$ cat config.mk
export PLATFORM = sky130hd
export DESIGN_NAME = vga_mode_sequencer
export DESIGN_NICKNAME = d
export VERILOG_FILES = /design/src/rtl/vga_mode_sequencer.sv
export SDC_FILE = /design/constraint.sdc
export NUM_CORES = 1
export LEC_CHECK = 0
export ABC_AREA = 1
export CORE_UTILIZATION = 45
export CTS_CLUSTER_SIZE = 30
export DETAILED_ROUTE_END_ITERATION = 10
export PLACE_DENSITY = 0.76
export SLEW_MARGIN = 40
export SYNTH_ARGS = -nofsm -noshare
export SYNTH_HDL_FRONTEND = slang
export SYNTH_SLANG_ARGS = --single-unit
$ cat constraint.sdc
create_clock -name clk -period 1.9 [get_ports clk]
set_clock_uncertainty 0.1 [all_clocks]
set_input_delay 0.38 -clock clk [delete_from_list [all_inputs] [get_ports clk]]
set_output_delay 0.38 -clock clk [all_outputs]
set_load 0.02 [all_outputs]
$ cat src/rtl/vga_mode_sequencer.sv
// Hardware mode-set initiator: on start, replays a fixed per-mode table of register
// writes over the data_m_* master bus, with ack timeout and inter-write gap.
module vga_mode_sequencer #(
  parameter int unsigned ACK_TIMEOUT = 64,
  parameter int unsigned GAP_CYCLES  = 1
) (
  input  logic        clk,
  input  logic        reset_n,
  input  logic        start,
  input  logic [7:0]  mode_req,
  output logic        busy,
  output logic        done,
  output logic        error,
  output logic [7:0]  cur_mode,
  output logic        cs,
  output logic        data_m_access,
  output logic        data_m_wr_en,
  output logic [18:0] data_m_addr,
  output logic [15:0] data_m_data_in,
  output logic [1:0]  data_m_bytesel,
  input  logic        data_m_ack
);

  localparam int unsigned TW = $clog2(ACK_TIMEOUT + 1);
  localparam int unsigned GW = (GAP_CYCLES > 1) ? $clog2(GAP_CYCLES) : 1;

  typedef enum logic [2:0] {
    S_IDLE, S_LOOKUP, S_REQ, S_WAIT, S_GAP, S_FINISH, S_ERR
  } state_t;

  // Number of table entries for a mode; 0 marks an unsupported mode.
  function automatic logic [1:0] tbl_len(input logic [7:0] m);
    case (m)
      8'h03, 8'h04, 8'h06: tbl_len = 2'd2;
      8'h13:               tbl_len = 2'd3;
      default:             tbl_len = 2'd0;
    endcase
  endfunction

  // Entry packed as {addr[18:0], data[15:0], bytesel[1:0]}.
  function automatic logic [36:0] tbl_entry(input logic [7:0] m, input logic [1:0] i);
    case ({m, i})
      {8'h03, 2'd0}: tbl_entry = {19'h1EC, 16'h0029, 2'b01};
      {8'h03, 2'd1}: tbl_entry = {19'h1EC, 16'h0000, 2'b10};
      {8'h04, 2'd0}: tbl_entry = {19'h1EC, 16'h000A, 2'b01};
      {8'h04, 2'd1}: tbl_entry = {19'h1EC, 16'h3000, 2'b10};
      {8'h06, 2'd0}: tbl_entry = {19'h1EC, 16'h001E, 2'b01};
      {8'h06, 2'd1}: tbl_entry = {19'h1EC, 16'h0F00, 2'b10};
      {8'h13, 2'd0}: tbl_entry = {19'h1E0, 16'h0010, 2'b01};
      {8'h13, 2'd1}: tbl_entry = {19'h1E0, 16'h0041, 2'b01};
      {8'h13, 2'd2}: tbl_entry = {19'h1EC, 16'h0008, 2'b01};
      default:       tbl_entry = '0;
    endcase
  endfunction

  state_t      state, state_n;
  logic [7:0]  mode_q, mode_n, cur_mode_n;
  logic [1:0]  idx, idx_n;
  logic [TW-1:0] tcnt, tcnt_n;
  logic [GW-1:0] gcnt, gcnt_n;
  logic        busy_n, done_n, error_n, access_n;
  logic [18:0] addr_n;
  logic [15:0] data_n;
  logic [1:0]  bsel_n;

  assign cs           = data_m_access;
  assign data_m_wr_en = data_m_access;

  always_ff @(posedge clk) begin
    if (!reset_n) begin
      state          <= S_IDLE;
      mode_q         <= '0;
      idx            <= '0;
      tcnt           <= '0;
      gcnt           <= '0;
      busy           <= 1'b0;
      done           <= 1'b0;
      error          <= 1'b0;
      cur_mode       <= 8'h03;
      data_m_access  <= 1'b0;
      data_m_addr    <= '0;
      data_m_data_in <= '0;
      data_m_bytesel <= '0;
    end else begin
      state          <= state_n;
      mode_q         <= mode_n;
      idx            <= idx_n;
      tcnt           <= tcnt_n;
      gcnt           <= gcnt_n;
      busy           <= busy_n;
      done           <= done_n;
      error          <= error_n;
      cur_mode       <= cur_mode_n;
      data_m_access  <= access_n;
      data_m_addr    <= addr_n;
      data_m_data_in <= data_n;
      data_m_bytesel <= bsel_n;
    end
  end

  always_comb begin
    state_n    = state;
    mode_n     = mode_q;
    idx_n      = idx;
    tcnt_n     = tcnt;
    gcnt_n     = gcnt;
    busy_n     = busy;
    done_n     = 1'b0;
    error_n    = error;
    cur_mode_n = cur_mode;
    access_n   = data_m_access;
    addr_n     = data_m_addr;
    data_n     = data_m_data_in;
    bsel_n     = data_m_bytesel;

    case (state)
      S_IDLE: begin
        if (start) begin
          mode_n  = mode_req;
          busy_n  = 1'b1;
          error_n = 1'b0;
          state_n = S_LOOKUP;
        end
      end
      S_LOOKUP: begin
        if (tbl_len(mode_q) == 2'd0) begin
          done_n  = 1'b1;
          error_n = 1'b1;
          busy_n  = 1'b0;
          state_n = S_ERR;
        end else begin
          {addr_n, data_n, bsel_n} = tbl_entry(mode_q, 2'd0);
          access_n = 1'b1;
          idx_n    = '0;
          tcnt_n   = '0;
          state_n  = S_REQ;
        end
      end
      // Ack takes priority over the timeout on the last counted cycle.
      S_REQ, S_WAIT: begin
        if (data_m_ack) begin
          access_n = 1'b0;
          idx_n    = idx + 2'd1;
          gcnt_n   = '0;
          state_n  = S_GAP;
        end else if (tcnt == TW'(ACK_TIMEOUT - 1)) begin
          access_n = 1'b0;
          done_n   = 1'b1;
          error_n  = 1'b1;
          busy_n   = 1'b0;
          state_n  = S_ERR;
        end else begin
          tcnt_n  = tcnt + 1'b1;
          state_n = S_WAIT;
        end
      end
      S_GAP: begin
        if (gcnt == GW'(GAP_CYCLES - 1)) begin
          if (idx == tbl_len(mode_q)) begin
            done_n     = 1'b1;
            busy_n     = 1'b0;
            error_n    = 1'b0;
            cur_mode_n = mode_q;
            state_n    = S_FINISH;
          end else begin
            {addr_n, data_n, bsel_n} = tbl_entry(mode_q, idx);
            access_n = 1'b1;
            tcnt_n   = '0;
            state_n  = S_REQ;
          end
        end else begin
          gcnt_n = gcnt + 1'b1;
        end
      end
      S_FINISH, S_ERR: state_n = S_IDLE;
      default:         state_n = S_IDLE;
    endcase
  end

endmodule

Word-level counts from Yosys, hierarchy flattened
Index checks and enable logic that the tools add are counted.
{"block": "word_totals", "ff_bits": 70, "inputBits": 12, "word_cells": 125}
{"block": "classes", "add_sub_neg": 3, "n_eq_ne": 30, "mux": 60, "n_bitwise": 1, "n_reduce_logical": 18}
{"operator": "one-hot mux 27 bit (9 select lines)", "n": 1}
{"operator": "one-hot mux 27 bit (4 select lines)", "n": 1}
{"operator": "2-to-1 mux 19 bit", "n": 3}
{"operator": "2-to-1 mux 16 bit", "n": 3}
{"operator": "== test 10 x 5 -> 1 bit (second input constant)", "n": 4}
{"operator": "one-hot mux 19 bit (2 select lines)", "n": 1}
{"operator": "2-to-1 mux 7 bit", "n": 5}
{"operator": "one-hot mux 16 bit (2 select lines)", "n": 1}
{"operator": "== test 10 x 7 -> 1 bit (second input constant)", "n": 3}
{"operator": "2-to-1 mux 1 bit", "n": 21}
{"operator": "one-hot mux 7 bit (3 select lines)", "n": 1}
{"operator": "== test 10 x 4 -> 1 bit (second input constant)", "n": 2}
{"operator": "inequality test 2 bit (second input constant)", "n": 10}
{"operator": "2-to-1 mux 3 bit", "n": 6}
{"operator": "== test 8 x 3 -> 1 bit (second input constant)", "n": 2}
{"operator": "2-to-1 mux 2 bit", "n": 8}
{"operator": "one-hot mux 2 bit (2 select lines)", "n": 3}
{"operator": "one-hot mux 3 bit (4 select lines)", "n": 1}
{"operator": "== test 8 x 2 -> 1 bit (second input constant)", "n": 1}
{"operator": "== test 8 x 5 -> 1 bit (second input constant)", "n": 1}
{"operator": "one-hot mux 1 bit (4 select lines)", "n": 2}
{"operator": "adder 7 x 1 -> 7 bit (second input constant)", "n": 1}
{"operator": "== test 7 x 6 -> 1 bit (second input constant)", "n": 1}
{"operator": "AND reduction 7 bit", "n": 1}
{"operator": "22 further kinds", "n": 29}

Longest topological paths before layout
Gate-level depths: netlist of the first run.
{"block": "depth", "word_depth": 9, "ltp_mapped": 14, "mapped_depth_nobuf": 13}

Worst setup path after synthesis of the first run
No wires, ideal clock.
{"block": "synth_path", "path_type": "flip-flop to flip-flop", "startpoint": "register tcnt[0]", "endpoint": "register tcnt[1]", "setup_time_ps": 112, "arrival_time_ps": 1556, "required_ps": 1688, "path_slack_ps": 132, "path_stages_with_launch": 11, "synth_period_minus_slack_ps": 1768, "path_cell_list": "dfxtp_1 ha_1 nand2_1 nor3_2 nand2_1 o21ai_0 nor2_4 nand3_4 nand2_1 nand2_1 nor2_1"}
{"block": "synth_between", "elab_chain_cells": 4}
{"element": "start, declared", "line_no": "59", "text": "logic [TW-1:0] tcnt, tcnt_n;"}
{"element": "start signal, assigned", "line_no": "88", "text": "tcnt <= tcnt_n;"}
{"element": "adder 7 x 1 -> 7 bit", "line_no": "153", "text": "tcnt_n = tcnt + 1'b1;"}
{"element": "2-to-1 mux 7 bit", "line_no": "146", "text": "end else if (tcnt == TW'(ACK_TIMEOUT - 1)) begin"}
{"element": "2-to-1 mux 7 bit", "line_no": "141", "text": "if (data_m_ack) begin"}
{"element": "one-hot mux 7 bit (3 select lines)", "line_no": "116", "text": "case (state)"}
Several ways; a longest one is shown, not always the timed one. The select of a mux whose other input is x is not followed.
A chain may end at the register's enable or synchronous reset.

Worst setup path after layout of the first run
{"block": "layout_path", "startpoint": "register mode_q[0]", "endpoint": "register tcnt[1]"}
{"block": "layout_between", "elab_chain_cells": 8}
{"element": "start, declared", "line_no": "57", "text": "logic [7:0] mode_q, mode_n, cur_mode_n;"}
{"element": "start signal, assigned", "line_no": "86", "text": "mode_q <= mode_n;"}
{"element": "== test 8 x 2 -> 1 bit / == test 8 x 3 -> 1 bit (equally long branches)", "line_no": "33", "text": "case (m)"}
{"element": "OR reduction 3 bit", "line_no": "33"}
{"element": "one-hot mux 2 bit (2 select lines) *", "line_no": "33"}
{"element": "2-to-1 mux 2 bit", "line_no": "158", "text": "if (gcnt == GW'(GAP_CYCLES - 1)) begin"}
{"element": "2-to-1 mux 2 bit", "line_no": "116"}
{"element": "== test 2 bit", "line_no": "159", "text": "if (idx == tbl_len(mode_q)) begin"}
{"element": "inequality test 2 bit (no line)"}
{"element": "AND reduction 6 bit (no line) *"}
Mark *: on every way between the ends. The rest lies on a longest branch, timed or not. The select of a mux whose other input is x is not followed.

==> results.yml, run 1 <==
worst_hold_path:
  hp-class: "reg -> reg"
floorplan:
  coreArea_um2: 5640
  initial_core_util: 0.480
  die_h_um: 79.6
  rows: 27
  die_w_um: 79.6
  io_pins: 63
  dieArea_um2: 6330
power:
  p_leak_nw: 1.47
  max-vdd-ir-drop_mv: 0.850
  p_per_area_nw_per_um2: 1520
outcome:
  outcome: "finished clean"
finish:
  layoutNonFillerInstCount: 510
  antenna_cells: 0
  utilization: 0.601
  multi_input_area_um2: 1440
  area_growth_pct: 25.2
  seqCellArea_um2: 911
  drive_gt1_frac: 0.189
  n_fill_cell: 534
  num-nets-final: 453
grt:
  groute.usage.overall: 0.189
  overflow: 0
  antenna_found_initial: 0
  first_global_vias: 2066
  grt_max_degree: 17
  grt_pass1_wl_um: 9320
logic_synthesis:
  syn_avg_cell_area_um2: 7.05
  yosysTopAreaCellShare: 0.333
  yosys_warnings: 0
  synth_top_area_cell: "dfxtp_1"
  yosysUniqueCellTypes: 35
  synth_area_um2: 2710
  yosysSeqAreaShare: 0.333
  netlist_instances: 384
  ys_seq_elements: 45
  synthTopCellsByArea: "dfxtp_1 (33%), nand2_1 (10%), buf_4 (7.8%)"
detailed_routing:
  drcViolationCount: 0
  firstDrtPassIters: 4
  wl_per_cell_um: 11.1
  via_per_inst: 4.76
  wl_um: 5660
  postRouteAntennaNets: 0
  drt_iter0_markers: 121
  num_vias: 2426
timing:
  max_freq_ghz: 0.529
  period_needed_ns: 1.89
  period_share: 0.995
  final_max_slew_viol_count: 0
  finalSetupTns_ns: 0
  rsz0062_at_grt: "true"
  hold_viol_final: 0
  setup_violations: 0
placed_design:
  routabilityCongestion: 0.890
  hpwl_um: 4130
  place_inst: 497
  port_buffers: 46
clocking:
  clk_pin_slew_worst_paths_ns: 0.09
  cts-root-buf: "clkbuf_8"
  cts_max_level: 2
  cts_tree: "built"
  cts.sinks: 45
  numCtsBuffers: 5
  clkLatencyLatePin_ns: 0.31
  clockBufferDepth: 2
flow_run:
  cap_violations: 0
critical_path:
  crit_path_end_kind: "flop"
  start_kind: "flop"
  arrival_ns: 2.00
  path_max_fanout: 12
  path_class: "reg -> reg"
  critPathRequiredTime_ns: 2.01
==> worst paths after layout <==
kind,to,cells after the start,startpoint,slack (ns)
hold / removal,tcnt[5]$_SDFFE_PN0P_,2,tcnt[5]$_SDFFE_PN0P_,0.36
setup / recovery,tcnt[1]$_SDFFE_PN0P_,13,mode_q[0]$_SDFFE_PN0P_,0.009
hold reg to reg,tcnt[5]$_SDFFE_PN0P_,2,tcnt[5]$_SDFFE_PN0P_,0.36
setup reg to reg,tcnt[1]$_SDFFE_PN0P_,13,mode_q[0]$_SDFFE_PN0P_,0.009
==> report_power, final <==
| part | total [W] | internal (W) | switching (W) | leakage, nW |
|---|---|---|---|---|
| logic | 0.00311 | 0.00126 | 0.00185 | 1.06 |
| registers | 0.00143 | 0.00123 | 0.000195 | 0.370 |
| clock network | 0.000601 | 0.000259 | 0.000342 | 0.0374 |
==> critical path, cell delays in order, from the launching register on <==
cell and delay [ns]:
dfxtp_4 0.37, nor2_1 0.19, nand2_2 0.11, nor2_4 0.17
nor2_4 0.05, nand2_2 0.08, nand2_2 0.05, nand2_2 0.07
nand3_4 0.15, buf_12 0.20, nand3_4 0.09, nand2_1 0.06
nand2_1 0.06, nor2_1 0.04
==> cell type report <==
cell class | instances | share of cell area
multi-input combinational | 266 | 0.424
sequential | 45 | 0.269
timing repair buffer | 69 | 0.195
inverter | 50 | 0.0591
tap | 72 | 0.0266
clock buffer | 6 | 0.0214
clock inverter | 2 | 0.00443
==> synthesized netlist by cell type (all sizes together) <==
cell type,count
nand2,87
nor2,50
inv,49
dfxtp,45
a21oi,38
buf,35
o21ai,20
nand4,19
nand3,16
clkbuf,4
ha,4
or2,4
nor3,3
xor2,3
a31oi,1
clkinv,1
conb,1
nor4,1
o211ai,1
o21a,1
o22ai,1
==> per-layer routing <==
layer  part of all wire  vias up  track usage
met1               0.48     1051        0.255
met4              0.019        0       0.0800
met2               0.44       72        0.289
li1                   -     1295            -
met5                  0        -            0
met3              0.056        8       0.0400
==> per-stage QoR <==
stage / setup WS [ns] / total power, W / cell area (µm²) / hold slack (ns)
floorplan: 0.132 / 0.00358 / 2760 / 0.341
global placement: -0.0139 / 0.00425 / 3170 / 0.350
detailed placement: -0.0394 / 0.00428 / 3170 / 0.356
CTS: 0.00716 / 0.00502 / 3300 / 0.368
global route: -0.147 / 0.00554 / 3390 / 0.387
finish: 0.00889 / 0.00514 / 3390 / 0.364
==> logic make-up (layout without fill, tap and decap cells) <==
kind of cell	Yosys count	in the layout	synth area share
other	1	16	0.00139
xor gates and xnor gates	3	3	0.0125
and+or+nand+nor	180	181	0.336
DFF	45	45	0.333
AOI/OAI and AO/OA	62	62	0.119
buffers and inverters	89	127	0.180
adders and majority gates	4	4	0.0185
==> flip-flops by register name, summed over array words and instances (netlist names) <==
register	count
cur_mode	8
busy	1
error	1
data_m_data_in	9
tcnt	7
idx	2
cs	1
mode_q	8
state	3
data_m_bytesel	2
done	1
data_m_addr	2
==> cell usage in the layout, fill, tap and decap left out, drive strengths merged <==
| master | instances |
|---|---|
| a31oi | 1 |
| o22ai | 1 |
| o211ai | 1 |
| nand2 | 87 |
| clkinv | 2 |
| a21oi | 38 |
| nor4 | 1 |
| clkdlybuf4s50 | 46 |
| nand3 | 17 |
| buf | 23 |
| nand4 | 19 |
| dfxtp | 45 |
| nor3 | 3 |
| inv | 48 |
| o21ai | 20 |
| nor2 | 50 |
| ha | 4 |
| clkinvlp | 2 |
| or2 | 4 |
| conb | 16 |
| clkbuf | 6 |
| xor2 | 3 |
| o21a | 1 |
==> what timing repair did <==
item,4_1_cts,5_1_grt
buffers inserted,2,2
cloned,1,0
endpoints found under the setup margin,18,34
gates resized for setup,5,26
hold buffers,0,0
pin swaps,2,4
No activity file was read; power rests on OpenSTA's default activity.
==> inputs of run 2 (changes only) <==
--- a/config.mk
+++ b/config.mk
@@ -6,10 +6,13 @@
 export NUM_CORES = 1
 export LEC_CHECK = 0
 export ABC_AREA = 1
-export CORE_UTILIZATION = 45
+export CELL_PAD_IN_SITES_DETAIL_PLACEMENT = 0
+export CELL_PAD_IN_SITES_GLOBAL_PLACEMENT = 1
+export CORE_MARGIN = 2
+export CORE_UTILIZATION = 32
 export CTS_CLUSTER_SIZE = 30
 export DETAILED_ROUTE_END_ITERATION = 10
-export PLACE_DENSITY = 0.76
+export PLACE_DENSITY_LB_ADDON = 0.1
 export SLEW_MARGIN = 40
 export SYNTH_ARGS = -nofsm -noshare
 export SYNTH_HDL_FRONTEND = slang
==> results.yml, run 2 (synthesized netlist as in run 1, its figures left out) <==
outcome:
  outcome: "finished with violations"
  violations: "negative setup slack"
clocking:
  clk_pin_slew_worst_paths_ns: 0.09
  cts-root-buf: "clkbuf_8"
  cts_tree: "built"
  clockBufferDepth: 2
  holdBufCountCts: 0
  clkLatencyLatePin_ns: 0.31
  numCtsBuffers: 5
  cts_max_level: 2
  cts.sinks: 45
finish:
  num-nets-final: 463
  largest_reg_flops: 9
  antenna_cells: 0
  drive_gt1_frac: 0.221
  layoutNonFillerInstCount: 553
  layout_commonest_cell: "nand2_1"
  multi_input_area_um2: 1470
  n_fill_cell: 865
  top_register: "data_m_data_in"
  reg_top3: "data_m_data_in (9), cur_mode (8), mode_q (8)"
  final_cell_mix: "nand2_1 (67), clkdlybuf4s50_1 (46), inv_1 (45)"
  area_growth_pct: 32.2
  seqCellArea_um2: 907
grt:
  antenna_found_initial: 0
  grt_pass1_wl_um: 10600
  first_global_vias: 2219
  overflow: 0
  grt_max_degree: 20
  groute.usage.overall: 0.149
power:
  power.clock.fraction: 0.140
  power_switching_share: 0.451
  p_switching_w: 0.00251
  p_per_area_nw_per_um2: 1560
  p_int_w: 0.00306
  p_seq_frac: 0.253
  combinationalPowerShare: 0.606
  p_leak_nw: 1.57
  max-vdd-ir-drop_mv: 0.747
detailed_routing:
  via_per_inst: 4.47
  wl_met2_um: 2770
  drcViolationCount: 0
  drt_iter0_markers: 60
  wl_um: 6520
  wl_met1_um: 3420
  firstDrtPassIters: 4
  num_vias: 2471
  postRouteAntennaNets: 0
  top_layer: "met4"
  wl_per_cell_um: 11.8
  dr_wl_met3_um: 246
timing:
  finalSetupTns_ns: -0.0521
  final_max_slew_viol_count: 0
  setup_violations: 5
  max_freq_ghz: 0.520
  setup_ws_ns: -0.0242
  period_share: 1.01
  rsz0062_at_grt: "true"
  hold_viol_final: 0
  period_needed_ns: 1.92
flow_run:
  cap_violations: 0
critical_path:
  critPathRequiredTime_ns: 1.99
  path_class: "reg -> reg"
  crit_path_end_kind: "flop"
  arrival_ns: 2.01
  path_max_fanout: 7
  start_kind: "flop"
floorplan:
  rows: 33
  io_pins: 63
  initial_core_util: 0.329
  coreArea_um2: 8220
  dieArea_um2: 9210
  die_w_um: 96.0
  die_h_um: 96.0
placed_design:
  hpwl_um: 4640
  place_inst: 537
  routabilityCongestion: 0.866
  port_buffers: 46
worst_hold_path:
  hp-class: "reg -> reg"
## run 2: power by group through the flow
stage / registers (W) / clock network (W) / logic, W
after global routing: 0.00145 / 0.000840 / 0.00376
final: 0.00141 / 0.000783 / 0.00338
after detailed placement: 0.00141 / 0 / 0.00303
after floorplan: 0.00163 / 0 / 0.00196
after CTS: 0.00140 / 0.000809 / 0.00314
after global placement: 0.00141 / 0 / 0.00304
## run 2: path summary, 6_finish.rpt
check | from | end | slack, ns | cells past startpoint
worst max register to register | mode_q[7]$_SDFFE_PN0P_ | tcnt[3]$_SDFFE_PN0P_ | -0.02 | 12
worst min register to register | error$_SDFFE_PN0P_ | error$_SDFFE_PN0P_ | 0.37 | 2
worst min-delay path | error$_SDFFE_PN0P_ | error$_SDFFE_PN0P_ | 0.37 | 2
worst max-delay path | mode_q[7]$_SDFFE_PN0P_ | tcnt[3]$_SDFFE_PN0P_ | -0.02 | 12
## run 2: metal layers
layer | up-vias | GRT usage
li1 | 1320 | -
met2 | 66 | 0.224
met3 | 7 | 0.0219
met4 | 0 | 0.0488
met1 | 1078 | 0.217
met5 | - | 0
## run 2: worst max-delay path, cell delays in order (launching register included)
cell       delay [ns]
dfxtp_2          0.35
nor2_4           0.23
nand2_4          0.11
nor2_4           0.13
nor2_4           0.06
nand2_2          0.09
nand2_2          0.05
nand2_2          0.08
nand3_4          0.16
buf_12           0.18
clkbuf_16        0.13
nand4_1          0.08
a21oi_2          0.06
## run 2: area by class of cell
cell class,count,area share
clock buffers,6,0.0231
clock inverters,2,0.0105
inverters,50,0.0524
multi-input cells,267,0.412
flip-flops and latches,45,0.253
well taps,105,0.0367
repair buffers,78,0.212
## run 2: what timing repair did
action                                  4_1_cts  5_1_grt
pin swaps                                     1        7
buffers inserted                              0        5
endpoints found under the setup margin       20       37
gates resized for setup                       7       22
gates cloned                                  1        2
## run 2: per-stage QoR
stage,instance area (µm²),power [W],util,setup WS [ns],hold WS (ns)
after global placement,3260,0.00445,0.397,-0.0532,0.350
after floorplan,2760,0.00358,-,0.132,0.341
after global routing,3580,0.00605,0.436,-0.153,0.395
final,3580,0.00558,0.436,-0.0242,0.369
after detailed placement,3260,0.00444,0.397,-0.0469,0.356
after CTS,3420,0.00535,0.416,0.00972,0.373
